--- config.mk ---
export PLATFORM = sky130hd
export DESIGN_NAME = change_dispenser_flat
export DESIGN_NICKNAME = d
export VERILOG_FILES = /design/src/rtl/vm_pkg.sv /design/src/rtl/change_dispenser_if.sv /design/src/rtl/coin_pick.sv /design/src/rtl/change_dispenser.sv /design/src/flat_wrapper.sv
export SDC_FILE = /design/constraint.sdc
export NUM_CORES = 1
export LEC_CHECK = 0
export CAP_MARGIN = 20
export CORE_MARGIN = 4
export CORE_UTILIZATION = 59
export DETAILED_ROUTE_END_ITERATION = 10
export PLACE_DENSITY = 0.95
export SLEW_MARGIN = 20
export SYNTH_ARGS = -nofsm -noshare
export SYNTH_HDL_FRONTEND = slang
export SYNTH_SLANG_ARGS = --single-unit
--- constraint.sdc ---
create_clock -name clk_i -period 4.3 [get_ports clk_i]
set_input_delay 0.86 -clock clk_i [delete_from_list [all_inputs] [get_ports clk_i]]
set_output_delay 0.86 -clock clk_i [all_outputs]
set_load 0.1 [all_outputs]
--- src/rtl/vm_pkg.sv ---
// Shared vending-machine definitions: coin values, one-hot coin encodings, credit limit and
// the payout state enum.
package vm_pkg;

  localparam int unsigned CoinVal3 = 20;
  localparam int unsigned CoinVal2 = 10;
  localparam int unsigned CoinVal1 = 5;
  localparam int unsigned CoinVal0 = 1;

  // Same bit order as the insertion switches
  localparam logic [3:0] CoinSel3 = 4'b1000;
  localparam logic [3:0] CoinSel2 = 4'b0100;
  localparam logic [3:0] CoinSel1 = 4'b0010;
  localparam logic [3:0] CoinSel0 = 4'b0001;

  localparam int unsigned MaxCredit = 99;

  typedef enum logic [2:0] {
    StIdle,
    StSelect,
    StOffer,
    StGap,
    StDone,
    StFault
  } disp_state_e;

endpackage

--- src/rtl/change_dispenser_if.sv ---
// Return-request, coin-hopper handshake and status signals of the change dispenser.
interface change_dispenser_if;
  logic       return_req;
  logic [7:0] credit;
  logic       coin_ack;
  logic       coin_valid;
  logic [3:0] coin_sel;
  logic       busy;
  logic       credit_clr;
  logic       done;
  logic       fault;
  logic [7:0] remaining;

  modport master (
    input  return_req, credit, coin_ack,
    output coin_valid, coin_sel, busy, credit_clr, done, fault, remaining
  );

  modport slave (
    output return_req, credit, coin_ack,
    input  coin_valid, coin_sel, busy, credit_clr, done, fault, remaining
  );
endinterface

--- src/rtl/coin_pick.sv ---
// Greedy coin chooser: largest coin not exceeding the remaining credit, as one-hot and value.
module coin_pick import vm_pkg::*; #(
  parameter int unsigned COIN3 = CoinVal3,
  parameter int unsigned COIN2 = CoinVal2,
  parameter int unsigned COIN1 = CoinVal1,
  parameter int unsigned COIN0 = CoinVal0
) (
  input  logic [7:0] remaining_i,
  output logic [3:0] sel_o,
  output logic [7:0] value_o
);

  logic [31:0] rem_w;
  assign rem_w = 32'(remaining_i);

  always_comb begin
    sel_o   = '0;
    value_o = '0;
    if (rem_w >= COIN3) begin
      sel_o   = CoinSel3;
      value_o = 8'(COIN3);
    end else if (rem_w >= COIN2) begin
      sel_o   = CoinSel2;
      value_o = 8'(COIN2);
    end else if (rem_w >= COIN1) begin
      sel_o   = CoinSel1;
      value_o = 8'(COIN1);
    end else if (rem_w != 0 && rem_w >= COIN0) begin
      sel_o   = CoinSel0;
      value_o = 8'(COIN0);
    end
  end

endmodule

--- src/rtl/change_dispenser.sv ---
// Coin-return engine: snapshots credit on request and pays it out greedily, one hopper
// handshake per coin, then pulses credit_clr/done. Illegal credit or hopper timeout is sticky.
module change_dispenser import vm_pkg::*; #(
  parameter int unsigned COIN3       = CoinVal3,
  parameter int unsigned COIN2       = CoinVal2,
  parameter int unsigned COIN1       = CoinVal1,
  parameter int unsigned COIN0       = CoinVal0,
  parameter int unsigned MAX_CREDIT  = MaxCredit,
  parameter int unsigned GAP_CYCLES  = 4,
  parameter int unsigned ACK_TIMEOUT = 255
) (
  input logic                 clk_i,
  input logic                 rst_ni,
  change_dispenser_if.master  disp_io
);

  disp_state_e state_q;
  logic [7:0]  remaining_q;
  logic [3:0]  sel_q;
  logic [7:0]  value_q;
  logic [15:0] cnt_q;

  logic [3:0]  pick_sel;
  logic [7:0]  pick_val;

  coin_pick #(
    .COIN3 (COIN3),
    .COIN2 (COIN2),
    .COIN1 (COIN1),
    .COIN0 (COIN0)
  ) u_coin_pick (
    .remaining_i (remaining_q),
    .sel_o       (pick_sel),
    .value_o     (pick_val)
  );

  // cnt_q is the GAP settle counter in StGap and the ack-wait counter in StOffer
  always_ff @(posedge clk_i or negedge rst_ni) begin
    if (!rst_ni) begin
      state_q     <= StIdle;
      remaining_q <= '0;
      sel_q       <= '0;
      value_q     <= '0;
      cnt_q       <= '0;
    end else begin
      unique case (state_q)
        StIdle: begin
          if (disp_io.return_req) begin
            if (32'(disp_io.credit) <= MAX_CREDIT) begin
              remaining_q <= disp_io.credit;
              state_q     <= StSelect;
            end else begin
              state_q <= StFault;
            end
          end
        end
        StSelect: begin
          if (remaining_q == '0) begin
            state_q <= StDone;
          end else if (pick_sel == '0) begin
            // Only reachable with a smallest coin larger than 1: amount cannot be paid
            state_q <= StFault;
          end else begin
            sel_q   <= pick_sel;
            value_q <= pick_val;
            cnt_q   <= 16'(ACK_TIMEOUT);
            state_q <= StOffer;
          end
        end
        StOffer: begin
          if (disp_io.coin_ack) begin
            remaining_q <= remaining_q - value_q;
            cnt_q       <= 16'(GAP_CYCLES - 1);
            state_q     <= StGap;
          end else if (cnt_q == '0) begin
            state_q <= StFault;
          end else begin
            cnt_q <= cnt_q - 16'd1;
          end
        end
        StGap: begin
          if (cnt_q == '0) begin
            state_q <= StSelect;
          end else begin
            cnt_q <= cnt_q - 16'd1;
          end
        end
        StDone:  state_q <= StIdle;
        StFault: state_q <= StFault;
        default: state_q <= StIdle;
      endcase
    end
  end

  assign disp_io.coin_valid = (state_q == StOffer);
  assign disp_io.coin_sel   = (state_q == StOffer) ? sel_q : 4'b0000;
  assign disp_io.busy       = (state_q == StSelect) || (state_q == StOffer) ||
                              (state_q == StGap)    || (state_q == StDone);
  assign disp_io.credit_clr = (state_q == StDone);
  assign disp_io.done       = (state_q == StDone);
  assign disp_io.fault      = (state_q == StFault);
  assign disp_io.remaining  = remaining_q;

endmodule

--- src/flat_wrapper.sv ---
// flat-port wrapper written by rule: the top's interface ports become plain ports
module change_dispenser_flat import vm_pkg::*;
#(
  parameter int unsigned COIN3       = CoinVal3,
  parameter int unsigned COIN2       = CoinVal2,
  parameter int unsigned COIN1       = CoinVal1,
  parameter int unsigned COIN0       = CoinVal0,
  parameter int unsigned MAX_CREDIT  = MaxCredit,
  parameter int unsigned GAP_CYCLES  = 4,
  parameter int unsigned ACK_TIMEOUT = 255
)
  (clk_i, rst_ni, disp_io_return_req, disp_io_credit, disp_io_coin_ack, disp_io_coin_valid, disp_io_coin_sel, disp_io_busy, disp_io_credit_clr, disp_io_done, disp_io_fault, disp_io_remaining);
  change_dispenser_if disp_io_i ();
  input logic clk_i;
  input logic rst_ni;
  input wire logic [$bits(disp_io_i.return_req)-1:0] disp_io_return_req;
  input wire logic [$bits(disp_io_i.credit)-1:0] disp_io_credit;
  input wire logic [$bits(disp_io_i.coin_ack)-1:0] disp_io_coin_ack;
  output wire logic [$bits(disp_io_i.coin_valid)-1:0] disp_io_coin_valid;
  output wire logic [$bits(disp_io_i.coin_sel)-1:0] disp_io_coin_sel;
  output wire logic [$bits(disp_io_i.busy)-1:0] disp_io_busy;
  output wire logic [$bits(disp_io_i.credit_clr)-1:0] disp_io_credit_clr;
  output wire logic [$bits(disp_io_i.done)-1:0] disp_io_done;
  output wire logic [$bits(disp_io_i.fault)-1:0] disp_io_fault;
  output wire logic [$bits(disp_io_i.remaining)-1:0] disp_io_remaining;
  assign disp_io_i.return_req = disp_io_return_req;
  assign disp_io_i.credit = disp_io_credit;
  assign disp_io_i.coin_ack = disp_io_coin_ack;
  assign disp_io_coin_valid = disp_io_i.coin_valid;
  assign disp_io_coin_sel = disp_io_i.coin_sel;
  assign disp_io_busy = disp_io_i.busy;
  assign disp_io_credit_clr = disp_io_i.credit_clr;
  assign disp_io_done = disp_io_i.done;
  assign disp_io_fault = disp_io_i.fault;
  assign disp_io_remaining = disp_io_i.remaining;
  change_dispenser #(.COIN3(COIN3), .COIN2(COIN2), .COIN1(COIN1), .COIN0(COIN0), .MAX_CREDIT(MAX_CREDIT), .GAP_CYCLES(GAP_CYCLES), .ACK_TIMEOUT(ACK_TIMEOUT)) u_core (.clk_i(clk_i), .rst_ni(rst_ni), .disp_io(disp_io_i));
endmodule
[Word-level counts from Yosys, hierarchy flattened]
Cells that the tools add are included.
Word-level totals
  word-level logic and storage cells: 67
  memories: 0
  output and inout bits: 17
  input port bits: 12
  bits in read-only memories: 0
  bits in writable memories: 0
  bits in registers: 39
  latch bits: 0
Operators by class
  $lt $le $gt $ge: 5
  $mul: 0
  bitwise logic cells: 2
  reduce and logical (&&, ||, !) cells: 15
  shift-type cells: 0
  add/sub/neg operators: 2
  equal/unequal tests: 12
  divide/modulo/power cells: 0
  muxes and demuxes: 26
Operators by type and width (number)
  $mux 16: 4
  $pmux 16 s3: 1
  $reduce_bool 32->1: 1
  $mux 3: 9
  $mux 8: 3
  $logic_not 16->1: 1
  $pmux 8 s2: 1
  $sub 16x1->16 const B: 1
  $pmux 3 s5: 1
  $mux 4: 3
  $reduce_and 3->1: 3
  $ge 8x1->1 const B: 1
  $ge 8x3->1 const B: 1
  $ge 8x4->1 const B: 1
  $ge 8x5->1 const B: 1
  $le 8x7->1 const B: 1
  $logic_not 8->1: 1
  $ne 2x2->1 const B: 4
  $sub 8x8->8: 1
  $eq 3x2->1 const B: 2
  $eq 3x3->1 const B: 2
  $mux 5: 1
  $logic_not 4->1: 1
  $ne 2x1->1 const B: 2
  11 further kinds: 15

[Logic depth before layout (Yosys ltp)]
  depth in word-level cells: 10
  gate-level depth with buffers: 10
  mapped depth without buffers: 8

[Modules after synthesis]
A second synthesis with hierarchy kept.
Unflattened totals
  cells, all modules: 300
  area total of the unflattened synthesis: 2573.7 um2
Modules (own cells, without submodules)
  change_dispenser: instances 1, cells an instance 273, seq. area each 975.9 um2, area an instance 2393.5 um2
  coin_pick: instances 1, cells an instance 27, seq. area each 0.0 um2, area an instance 180.2 um2

[Worst setup path before layout]
OpenSTA, ideal clock, no wires.
  kind: flip-flop to output port
  start point: reg u_core.state_q[2]
  end point: out disp_io_done
  slack: 0.195 ns
  data required time: 3.440 ns
  path buffers: 2
  arrival time: 3.245 ns
  cell stages (with the launch flop): 5
  cell sequence: dfrtp_1 buf_2 inv_1 nor3_1 buf_4
On the way
  word-level cells in the longest chain between the ends: 1
Ends and longest elaborated chain
  start: declaration: RTL line change_dispenser.sv:17  | disp_state_e state_q;
  start signal: assignment: RTL line change_dispenser.sv:40  | state_q <= StIdle;
  start signal: assignment: RTL line change_dispenser.sv:51  | state_q <= StSelect;
  start signal: assignment: RTL line change_dispenser.sv:53  | state_q <= StFault;
  $eq 3x3->1
  end: declaration: RTL line flat_wrapper.sv:23  | output wire logic [$bits(disp_io_i.done)-1:0] disp_io_done;
No other way between the ends.

[Final worst setup path]
  start point: reg u_core.state_q[2]
  end point: out disp_io_coin_sel[3]
On the way
  word-level cells in the longest chain between the ends: 2
Ends and longest elaborated chain
  $eq 3x2->1: RTL line change_dispenser.sv:96  | assign disp_io.coin_sel = (state_q == StOffer) ? sel_q : 4'b0000;
  $mux 4: RTL line change_dispenser.sv:96
  end: declaration: RTL line flat_wrapper.sv:20  | output wire logic [$bits(disp_io_i.coin_sel)-1:0] disp_io_coin_sel;
No other way between the ends.

==> summary.txt <==
Clock tree
  – Num CTS Buffers: 5
  – Reg clk slew, reported paths: 0.10 ns
  – Root Buffer: clkbuf_4
  – Clk sinks: 33
  – Post-CTS sizing: 0
  – Hold buffers post-CTS: 0
  – TritonCTS clock tree: yes
  – H-tree levels: 2
  – Setup Fix Bufs, Post-CTS: 0
  – Clk buf depth: 2
  – Worst skew pair latency: approximately 0.34 ns

Critical path
  – Crit Path Class: flip-flop to output port
  – Number of buffers and inverters on the critical path: 1
  – Crit-path cells: nor2_1 > nand2_1 > nor2_1 > clkdlybuf4s50_1
  – Crit-path max FO: 10
  – CP max-delay cell: clkdlybuf4s50_1
  – Setup crit end kind: output port
  – Worst path max stage delay: 1.15 ns
  – Critical path required time: 3.44 ns
  – Most common cell on crit path: nor2_1
  – CP Data Arrival Time: 2.67 ns
  – Top Family by Delay on Critical Path: buffers and inverters
  – Nature of the critical path startpoint: flip-flop

Final layout
  – Ant diodes: 0
  – Commonest non-fill, non-tap cell in the layout: dfrtp_1
  – Sequential Area: roughly 830 um^2
  – Area grow syn2layout: 17.0%
  – Final Instance Area: ~2500 um^2
  – Fin cells: ~320
  – Share of layout cells above drive strength 1: 0.0778
  – Commonest non-fill, non-tap cells in the layout: 33 x dfrtp_1, 26 x nor2_1, 24 x clkdlybuf4s50_1, 20 x o21ai_0
  – # fillers: 241
  – Nets: 289
  – Area occupied by multi-input gates: roughly 1200 um^2

Hold path
  – Hold Path Class: flip-flop to flip-flop

STA
  – Skew final: about 0.016 ns
  – Final Worst Setup Slack: about 0.77 ns
  – Final worst-path cycle share: 0.820
  – Hold Vio Cnt, Final: 0
  – # setup viols final: 0
  – Setup TNS: 0 ns
  – Slew HR: 0.309
  – Max-slew violations: 0
  – Hold WS: roughly 0.52 ns
  – Min Tclk post-route: 3.53 ns
  – RSZ-0062 raised after global routing: no
  – Worst-margin pin slew: between 1 and 1.5 ns
  – Fmax: approximately 0.28 GHz

Power and ir drop
  – Sw Share: 0.572
  – P_int: around 830 uW
  – Pwr/cell area: approximately 800 nW/um^2
  – Peak supply drop: between 0.7 and 0.8 mV
  – Switching power: between 1000 and 1500 uW
  – Flop pwr share: 0.281
  – Clock Power Share: 0.095
  – Leakage Power: approximately 0.001 uW
  – Logic pwr share: 0.624

Global routing
  – Largest net degree at the start of global routing: 34
  – Gr usage total: 0.249
  – Vias in the first global route: 1832
  – Initial antenna violation count: 0
  – Global-route wire length before repair: 8450 um
  – Total gr overflow: 0

Floorplanning
  – Initial core utilization: 0.621
  – Cell Rows: 21
  – # IOs: 29
  – Die span in x: a little under 70 um
  – Die Y: about 68 um
  – Core Area: roughly 3400 um^2
  – Die Area: roughly 4600 um^2

Placed design
  – Pre-CTS WS: between 1 and 1.5 ns
  – Dpl hpwl: 3850 um
  – Placed cell count: ~300
  – # port buffers: 28
  – RePlAce Congestion: 0.874
  – Total placed instance area: about 2400 um^2

Logic synthesis
  – Syn Inst Count: about 240
  – Netlist cell types: between 50 and 60
  – Post-synth top area cell: dfrtp_1
  – Top FF cell, synth: dfrtp_1
  – Synth Net Count: 262
  – Yosys reg bits: 33
  – Seq/Total Area, Yosys: 0.392
  – Post-synth top area share: 0.392
  – Async S/R FF share, synth: 1.00
  – Post-synth EDFFs: 0
  – Avg Cell Area, Syn: around 8.7 um^2
  – Synth Warn #: 0
  – Post-Syn Area: 2100 um^2
  – Area contributors post-synth: dfrtp_1 39%, o21ai_0 4.8%, nor2_1 4.6%, a21oi_1 4.5%, ha_1 3.6%

Detailed routing
  – Post-route ant nets: 0
  – Starting DRT DRC Count: approximately 240
  – DRT Pass-1 Iters: 4
  – Total number of vias: 1998
  – Post-Route WL: 5290 um
  – WL/cell: 16.7 um
  – Residual DRC: 0
  – Vias/cell: ~6.3

Outcome
  – Status: complete, no violations

Flow run
  – Max-cap violations: 0
[worst register-to-register path: stages, from the launching register on]
cell,delay (ns)
dfrtp_1,0.50
nor4_1,0.92
a211o_1,0.50
nand2_1,0.31
or4b_2,0.67
nand2_1,0.09
[kinds of logic after synthesis]
group,count (synthesis),synth area share
AND/OR/NAND/NOR,91,0.227
AO/OA/AOI/OAI,81,0.249
flip-flops,33,0.392
buffers and inverters,20,0.0380
XOR/XNOR,8,0.0333
adder cells (fa/ha/maj),7,0.0452
multiplexers,3,0.0149
[final timing paths]
| kind | startpoint | endpoint | slack (ns) | cells past startpoint |
|---|---|---|---|---|
| min in group asynchronous | rst_ni | u_core.disp_io.remaining[1] | 0.91 | 2 |
| max | u_core.state_q[2] | disp_io_coin_sel[3] | 0.77 | 4 |
| min reg2reg | u_core.value_q[0] | u_core.value_q[0] | 0.52 | 2 |
| max reg2reg | u_core.disp_io.remaining[4] | u_core.cnt_q[10] | 1.26 | 5 |
| max in group asynchronous | rst_ni | u_core.value_q[2] | 3.08 | 2 |
| min | u_core.value_q[0] | u_core.value_q[0] | 0.52 | 2 |
[power by group through the flow]
stage	logic (uW)	registers (uW)	clock network (uW)
2_1_floorplan	711	752	0
3_3_place_gp	1170	540	0
3_5_place_dp	1200	546	0
4_1_cts	1200	540	183
5_1_grt	1300	561	197
6_report	1210	545	184
[layout make-up]
cell class,count,area share
clock buffer,7,0.0224
inverter,11,0.0168
multi-input combinational,190,0.489
sequential,33,0.335
tap,46,0.0234
timing repair buffer,29,0.113
[flip-flops by register name, indices dropped and copies added, names as in the netlist]
| signal | count |
|---|---|
| u_core.sel_q | 4 |
| u_core.state_q | 3 |
| u_core.cnt_q | 16 |
| u_core.disp_io.remaining | 8 |
| u_core.value_q | 2 |
[synthesized netlist by cell type, types with 4 or more instances]
master	count
inv_1	11
ha_1	6
or4_1	4
clkbuf_1	6
nand2b_1	4
a31oi_1	5
and2_1	6
nand2_1	19
o31ai_1	5
nor3_1	4
nor4_1	6
o21ai_0	20
a211oi_1	7
nor2_1	26
xor2_1	7
a21oi_1	19
dfrtp_1	33
or3_1	4
[stage by stage]
step,total power [uW],util
6_report,1940,0.726
2_1_floorplan,1460,-
3_3_place_gp,1710,0.708
4_1_cts,1930,0.725
3_5_place_dp,1740,0.708
5_1_grt,2060,0.726
[per-layer routing]
metal,global-route usage,vias to the layer above,wire (um)
met5,0,-,0
met4,0.111,0,123
met3,0.0516,12,286
met2,0.424,81,2690
met1,0.300,949,2190
li1,-,956,-
Power figures use the tool's default switching activity.
